$ cat config.mk
export PLATFORM = sky130hd
export DESIGN_NAME = vga_sync_flat
export DESIGN_NICKNAME = d
export VERILOG_FILES = /design/src/rtl/vga_timing_pkg.sv /design/src/rtl/vga_sync_if.sv /design/src/rtl/vga_sync_pix_en_gen.sv /design/src/rtl/vga_sync.sv /design/src/flat_wrapper.sv
export SDC_FILE = /design/constraint.sdc
export NUM_CORES = 1
export LEC_CHECK = 0
export CAP_MARGIN = 25
export CORE_MARGIN = 5
export CORE_UTILIZATION = 51
export DETAILED_ROUTE_END_ITERATION = 10
export PLACE_DENSITY_LB_ADDON = 0.05
export SLEW_MARGIN = 10
export SYNTH_ARGS = -nofsm -noshare
export SYNTH_HDL_FRONTEND = slang
export SYNTH_SLANG_ARGS = --single-unit
$ cat constraint.sdc
create_clock -name CLK -period 2.72 [get_ports CLK]
set_input_delay 0.544 -clock CLK [delete_from_list [all_inputs] [get_ports CLK]]
set_output_delay 0.544 -clock CLK [all_outputs]
set_load 0.05 [all_outputs]
$ cat src/rtl/vga_timing_pkg.sv
// Shared raster timing constants and helpers for the VGA sync generator
// and for the blocks that consume its coordinates.
package vga_timing_pkg;

    localparam int unsigned COORD_W   = 10;
    localparam int unsigned FCNT_W    = 16;
    localparam int unsigned MAX_TOTAL = 1024;

    typedef logic [COORD_W-1:0] coord_t;
    typedef logic [FCNT_W-1:0]  fcnt_t;

    // Default 640x480 at 60 Hz from a 50 MHz clock
    localparam int unsigned DEF_PIX_DIV  = 2;
    localparam int unsigned DEF_H_ACTIVE = 640;
    localparam int unsigned DEF_H_FP     = 16;
    localparam int unsigned DEF_H_SYNC   = 96;
    localparam int unsigned DEF_H_BP     = 48;
    localparam int unsigned DEF_V_ACTIVE = 480;
    localparam int unsigned DEF_V_FP     = 10;
    localparam int unsigned DEF_V_SYNC   = 2;
    localparam int unsigned DEF_V_BP     = 33;

    function automatic int unsigned timing_total(input int unsigned act, input int unsigned fp,
                                                 input int unsigned sync, input int unsigned bp);
        return act + fp + sync + bp;
    endfunction

    function automatic int unsigned h_total(input int unsigned act, input int unsigned fp,
                                            input int unsigned sync, input int unsigned bp);
        return timing_total(act, fp, sync, bp);
    endfunction

    function automatic int unsigned v_total(input int unsigned act, input int unsigned fp,
                                            input int unsigned sync, input int unsigned bp);
        return timing_total(act, fp, sync, bp);
    endfunction

    // Sync window is [start, end): it opens right after the front porch
    function automatic int unsigned sync_start(input int unsigned act, input int unsigned fp);
        return act + fp;
    endfunction

    function automatic int unsigned sync_end(input int unsigned act, input int unsigned fp,
                                             input int unsigned sync);
        return act + fp + sync;
    endfunction

    localparam int unsigned DEF_H_TOTAL    = h_total(DEF_H_ACTIVE, DEF_H_FP, DEF_H_SYNC, DEF_H_BP);
    localparam int unsigned DEF_V_TOTAL    = v_total(DEF_V_ACTIVE, DEF_V_FP, DEF_V_SYNC, DEF_V_BP);
    localparam int unsigned DEF_HS_START   = sync_start(DEF_H_ACTIVE, DEF_H_FP);
    localparam int unsigned DEF_HS_END     = sync_end(DEF_H_ACTIVE, DEF_H_FP, DEF_H_SYNC);
    localparam int unsigned DEF_VS_START   = sync_start(DEF_V_ACTIVE, DEF_V_FP);
    localparam int unsigned DEF_VS_END     = sync_end(DEF_V_ACTIVE, DEF_V_FP, DEF_V_SYNC);

endpackage

$ cat src/rtl/vga_sync_if.sv
// Raster timing bus: advance enable in, coordinates/qualifiers/syncs out.
interface vga_sync_if;

    logic                          en;
    logic                          pix_en;
    vga_timing_pkg::coord_t        col;
    vga_timing_pkg::coord_t        row;
    logic                          active;
    logic                          vnotactive;
    logic                          hsync;
    logic                          vsync;
    logic                          frame_tick;
    vga_timing_pkg::fcnt_t         frame_cnt;

    modport master (
        input  en,
        output pix_en, col, row, active, vnotactive, hsync, vsync, frame_tick, frame_cnt
    );

    modport slave (
        output en,
        input  pix_en, col, row, active, vnotactive, hsync, vsync, frame_tick, frame_cnt
    );

endinterface

$ cat src/rtl/vga_sync_pix_en_gen.sv
// Clock-enable divider: one registered pix_en strobe every DIV enabled cycles.
module pix_en_gen #(
    parameter int unsigned DIV = 2
) (
    input  logic clk,
    input  logic rst_n,
    input  logic en,
    output logic pix_en
);

    localparam int unsigned DW = (DIV > 1) ? $clog2(DIV) : 1;
    localparam logic [DW-1:0] LAST = DW'(DIV - 1);

    logic [DW-1:0] pdiv;
    logic [DW-1:0] pdiv_nxt;

    // Divider only moves while enabled, so a paused pipeline resumes in phase
    always_comb begin
        pdiv_nxt = pdiv;
        if (en) begin
            pdiv_nxt = (pdiv == LAST) ? '0 : pdiv + DW'(1);
        end
    end

    always_ff @(posedge clk or negedge rst_n) begin
        if (!rst_n) begin
            pdiv   <= '0;
            pix_en <= 1'b0;
        end else begin
            pdiv   <= pdiv_nxt;
            pix_en <= en && (pdiv_nxt == LAST);
        end
    end

endmodule

$ cat src/rtl/vga_sync.sv
// VGA raster timing generator: pixel coordinates, blanking qualifiers,
// sync pulses and frame bookkeeping, all registered and mutually aligned.
module vga_sync
    import vga_timing_pkg::*;
#(
    parameter int unsigned PIX_DIV  = DEF_PIX_DIV,
    parameter int unsigned H_ACTIVE = DEF_H_ACTIVE,
    parameter int unsigned H_FP     = DEF_H_FP,
    parameter int unsigned H_SYNC   = DEF_H_SYNC,
    parameter int unsigned H_BP     = DEF_H_BP,
    parameter int unsigned V_ACTIVE = DEF_V_ACTIVE,
    parameter int unsigned V_FP     = DEF_V_FP,
    parameter int unsigned V_SYNC   = DEF_V_SYNC,
    parameter int unsigned V_BP     = DEF_V_BP,
    parameter logic        SYNC_POL = 1'b0
) (
    input  logic       CLK,
    input  logic       RST,
    vga_sync_if.master bus
);

    localparam int unsigned H_TOTAL = h_total(H_ACTIVE, H_FP, H_SYNC, H_BP);
    localparam int unsigned V_TOTAL = v_total(V_ACTIVE, V_FP, V_SYNC, V_BP);

    localparam coord_t H_LAST  = COORD_W'(H_TOTAL - 1);
    localparam coord_t V_LAST  = COORD_W'(V_TOTAL - 1);
    localparam coord_t H_LIM   = COORD_W'(H_ACTIVE);
    localparam coord_t V_LIM   = COORD_W'(V_ACTIVE);
    localparam coord_t HS_LO   = COORD_W'(sync_start(H_ACTIVE, H_FP));
    localparam coord_t HS_HI   = COORD_W'(sync_end(H_ACTIVE, H_FP, H_SYNC));
    localparam coord_t VS_LO   = COORD_W'(sync_start(V_ACTIVE, V_FP));
    localparam coord_t VS_HI   = COORD_W'(sync_end(V_ACTIVE, V_FP, V_SYNC));

    if (H_TOTAL > MAX_TOTAL || V_TOTAL > MAX_TOTAL || PIX_DIV < 1) begin : g_bad_timing
        $error("vga_sync: totals must be <= 1024 and PIX_DIV >= 1");
    end

    pix_en_gen #(
        .DIV    (PIX_DIV)
    ) u_pix_en_gen (
        .clk    (CLK),
        .rst_n  (RST),
        .en     (bus.en),
        .pix_en (bus.pix_en)
    );

    coord_t col_nxt;
    coord_t row_nxt;
    fcnt_t  fcnt_nxt;
    logic   tick_nxt;

    // Next raster position; the frame boundary is the wrap of the last line
    always_comb begin
        col_nxt  = bus.col;
        row_nxt  = bus.row;
        fcnt_nxt = bus.frame_cnt;
        tick_nxt = 1'b0;
        if (bus.en && bus.pix_en) begin
            if (bus.col == H_LAST) begin
                col_nxt = '0;
                if (bus.row == V_LAST) begin
                    row_nxt  = '0;
                    fcnt_nxt = bus.frame_cnt + FCNT_W'(1);
                    tick_nxt = 1'b1;
                end else begin
                    row_nxt = bus.row + COORD_W'(1);
                end
            end else begin
                col_nxt = bus.col + COORD_W'(1);
            end
        end
    end

    // Qualifiers decode the next position so they line up with the coordinates
    always_ff @(posedge CLK or negedge RST) begin
        if (!RST) begin
            bus.col        <= '0;
            bus.row        <= '0;
            bus.frame_cnt  <= '0;
            bus.frame_tick <= 1'b0;
            bus.active     <= 1'b1;
            bus.vnotactive <= 1'b0;
            bus.hsync      <= ~SYNC_POL;
            bus.vsync      <= ~SYNC_POL;
        end else begin
            bus.col        <= col_nxt;
            bus.row        <= row_nxt;
            bus.frame_cnt  <= fcnt_nxt;
            bus.frame_tick <= tick_nxt;
            bus.active     <= (col_nxt < H_LIM) && (row_nxt < V_LIM);
            bus.vnotactive <= (row_nxt >= V_LIM);
            bus.hsync      <= ((col_nxt >= HS_LO) && (col_nxt < HS_HI)) ? SYNC_POL : ~SYNC_POL;
            bus.vsync      <= ((row_nxt >= VS_LO) && (row_nxt < VS_HI)) ? SYNC_POL : ~SYNC_POL;
        end
    end

endmodule

$ cat src/flat_wrapper.sv
// flat-port wrapper written by rule: the top's interface ports become plain ports
module vga_sync_flat import vga_timing_pkg::*;
#(
    parameter int unsigned PIX_DIV  = DEF_PIX_DIV,
    parameter int unsigned H_ACTIVE = DEF_H_ACTIVE,
    parameter int unsigned H_FP     = DEF_H_FP,
    parameter int unsigned H_SYNC   = DEF_H_SYNC,
    parameter int unsigned H_BP     = DEF_H_BP,
    parameter int unsigned V_ACTIVE = DEF_V_ACTIVE,
    parameter int unsigned V_FP     = DEF_V_FP,
    parameter int unsigned V_SYNC   = DEF_V_SYNC,
    parameter int unsigned V_BP     = DEF_V_BP,
    parameter logic        SYNC_POL = 1'b0
)
  (CLK, RST, bus_en, bus_pix_en, bus_col, bus_row, bus_active, bus_vnotactive, bus_hsync, bus_vsync, bus_frame_tick, bus_frame_cnt);
  vga_sync_if bus_i ();
  input  logic CLK;
  input  logic RST;
  input wire logic [$bits(bus_i.en)-1:0] bus_en;
  output wire logic [$bits(bus_i.pix_en)-1:0] bus_pix_en;
  output wire logic [$bits(bus_i.col)-1:0] bus_col;
  output wire logic [$bits(bus_i.row)-1:0] bus_row;
  output wire logic [$bits(bus_i.active)-1:0] bus_active;
  output wire logic [$bits(bus_i.vnotactive)-1:0] bus_vnotactive;
  output wire logic [$bits(bus_i.hsync)-1:0] bus_hsync;
  output wire logic [$bits(bus_i.vsync)-1:0] bus_vsync;
  output wire logic [$bits(bus_i.frame_tick)-1:0] bus_frame_tick;
  output wire logic [$bits(bus_i.frame_cnt)-1:0] bus_frame_cnt;
  assign bus_i.en = bus_en;
  assign bus_pix_en = bus_i.pix_en;
  assign bus_col = bus_i.col;
  assign bus_row = bus_i.row;
  assign bus_active = bus_i.active;
  assign bus_vnotactive = bus_i.vnotactive;
  assign bus_hsync = bus_i.hsync;
  assign bus_vsync = bus_i.vsync;
  assign bus_frame_tick = bus_i.frame_tick;
  assign bus_frame_cnt = bus_i.frame_cnt;
  vga_sync #(.PIX_DIV(PIX_DIV), .H_ACTIVE(H_ACTIVE), .H_FP(H_FP), .H_SYNC(H_SYNC), .H_BP(H_BP), .V_ACTIVE(V_ACTIVE), .V_FP(V_FP), .V_SYNC(V_SYNC), .V_BP(V_BP), .SYNC_POL(SYNC_POL)) u_core (.CLK(CLK), .RST(RST), .bus(bus_i));
endmodule
==> impl_metrics.toml <==
[power]
netSwitchingPower_uw = 463
clockPowerShare_pct = 33.0
p_sw_share_pct = 30.7
combPwrFrac_pct = 18.4
p_int_uw = 1050
power_density_mw_per_mm2 = 543
seqPwrFrac_pct = 48.5
p_leak_uw = 0.00126
vdd.ir_drop.worst_v = 0.000544

[synthesis]
ys_ff_latch = 43
ys_seq_area_share_pct = 50.4
yosysWarnings = 0
synth_nets = 208
synth_cell_types = 40
synth_cells = 200
yosys.area.top_type = "dfrtp_1"
synth_area_leaders = "dfrtp_1 47%, xnor2_1 7.8%, xor2_1 4.1%"
synth_area_mm2 = 0.00214
syn_avg_cell_area_um2 = 10.7
synth_top_area_share_pct = 46.7

[final_layout]
area_growth_pct = 29.7
final_cell_mix = "43 x clkdlybuf4s50_1, 40 x dfrtp_1, 19 x nand2_1, 19 x xnor2_1"
antenna_cells = 0
utilization_pct = 69.0
drive_gt1_share_pct = 9.88
final_nets = 260
fillers = 314
layout_commonest_cell = "clkdlybuf4s50_1"

[sta]
hold_violations = 0
drv_slew = 0
fin_crit_ns = 2.46
max_freq_ghz = 0.406
finalSetupTns_ns = 0
min_period_over_period_pct = 90.5
rsz0062_at_grt = "false"
tightest_slew_ns = 0.522
setup_viol = 0
fin_worst_skew_ns = 0.0114
max_slew_margin_pct = 65.1

[global_routing]
grt_overflow_total = 0
antenna_found_initial = 0
grt_max_degree = 44
grt_first_pass_wirelength_um = 8020
track_usage_pct = 18.7
grt_pass1_vias = 1695

[clock_tree]
htreeDepth = 2
cts_buffers = 5
clk_pin_slew_ns = 0.08
ctsRootBufferMaster = "clkbuf_8"
cts.sinks = 43
cts_max_path_buffers = 2
cts_tree = "built"
post_cts_resized = 0
holdBufCountCts = 0
cts_setup_buffers = 0
insertion_delay_ns = 0.30

[die]
rows = 23
die_h_um = 74.8
num_io_pins = 45
die_x_um = 74.8
coreArea_mm2 = 0.00403
start_util_pct = 53.2
die_area_mm2 = 0.00560

[worst_hold_path]
hp-class = "in2async"

[detailed_routing]
wl_um = 4700
drt_iter0_markers = 91
final_antenna_net_count = 0
vias_per_cell = 5.67
drc_errors = 0
drt_pass1_iterations = 6
vias = 1719
wl_per_cell_um = 15.5

[flow_run]
maxCapViolCount = 0

[worst_setup_path]
criticalPathCategory = "reg2reg"
crit_fanout = 6
r2r_cells = 6
crit_required_ns = 2.91
critPathArrivalTime_ns = 2.65
r2r_slack_ns = 0.26
rr_endpoint = "u_core.bus.frame_cnt[11]"
worst_setup_path_end_kind = "register"
cp-start-kind = "register"
r2r-start = "u_core.bus.col[0]"

[status]
status = "complete, no violations"

[place]
dpl.hpwl_um = 3400
portBuffers = 44
gp_congestion = 0.852
## cell usage after synthesis, drive strengths merged
master and count:
dfstp 3, or4bb 1, inv 8, mux2i 3, xor2 10, a211o 1
a21o 2, o21ai 3, or2 1, nand2 19, a21oi 4, nor2 12
nand2b 1, o31a 1, and3 5, nand3b 1, o31ai 1, and4 2
nand3 12, or4 4, a221oi 2, and2 4, mux2 1, o2111ai 1
xnor2 19, ha 5, nor3 5, buf 4, a22o 1, nand4bb 1
nor4 7, clkbuf 1, or3 2, or3b 1, nand4 11, dfrtp 40
nand4b 1
## flip-flops by register name, indices dropped and copies added (netlist names)
register and cells:
u_core.bus.hsync 1, u_core.u_pix_en_gen.pdiv 1, u_core.bus.row 10, u_core.bus.active 1, u_core.u_pix_en_gen.pix_en 1, u_core.bus.vsync 1, u_core.bus.frame_cnt 16, u_core.bus.frame_tick 1
u_core.bus.vnotactive 1, u_core.bus.col 10
## stage by stage
stage | cell area, um2 | worst slack [ns] | power (uW) | hold WS (ns) | cells
6_report | 2780 | 0.259 | 1510 | 0.188 | 303
3_5_place_dp | 2640 | 0.0742 | 1020 | 0.465 | 294
5_1_grt | 2780 | 0.101 | 1580 | 0.218 | 303
3_3_place_gp | 2640 | 0.157 | 1010 | 0.462 | 294
4_1_cts | 2750 | 0.226 | 1510 | 0.405 | 302
2_1_floorplan | 2140 | 0.172 | 903 | 0.248 | 200
## power by group through the flow
stage | clock [uW] | combinational [uW] | sequential (uW)
floorplan | 0 | 63.3 | 840
global placement | 0 | 270 | 738
detailed placement | 0 | 274 | 742
CTS | 508 | 276 | 731
global route | 536 | 303 | 739
finish | 498 | 278 | 732
## logic make-up after synthesis
group / after synthesis / synth area share (%)
fa+ha+maj: 5 / 2.92
compound gates: 16 / 5.20
buf+inv: 13 / 3.21
flops: 43 / 50.4
simple gates: 90 / 24.5
mux: 4 / 1.93
xor+xnor: 29 / 11.9
## area by class of cell
type	count	area [um2]	area share, %
Clock buffer	5	68.8	2.48
Multi-Input combinational cell	144	993	35.7
Tap cell	50	62.6	2.25
Inverter	8	30.0	1.08
Timing Repair Buffer	50	500	18.0
Sequential cell	43	1080	38.9
Clock inverter	3	43.8	1.58
## critical path, stage by stage, from the launching register on
cell      delay, ns
dfrtp_1        0.45
ha_1           0.20
nand4b_1       0.22
or4_1          0.75
nor4_4         0.44
nand3_1        0.14
xnor2_1        0.14
## worst max-delay path by stage
stage,from,slack [ns],end,depth (start not counted)
2_1_floorplan,u_core.bus.col[0],0.17,u_core.bus.frame_cnt[11],7
3_3_place_gp,bus_en,0.16,u_core.bus.frame_cnt[11],6
3_5_place_dp,bus_en,0.07,u_core.bus.frame_cnt[11],6
4_1_cts,u_core.bus.col[0],0.23,u_core.bus.frame_cnt[11],6
5_1_grt,u_core.bus.col[0],0.10,u_core.bus.frame_cnt[11],6
6_report,u_core.bus.col[0],0.26,u_core.bus.frame_cnt[11],6
## routing by layer
metal	GRT usage [%]	up-vias	part of all wire [%]
li1	-	814	-
met1	24.2	842	44
met2	30.7	56	49
met3	4.81	7	5.5
met4	6.52	0	1.7
met5	0	-	0
No activity file was read; power rests on OpenSTA's default activity.
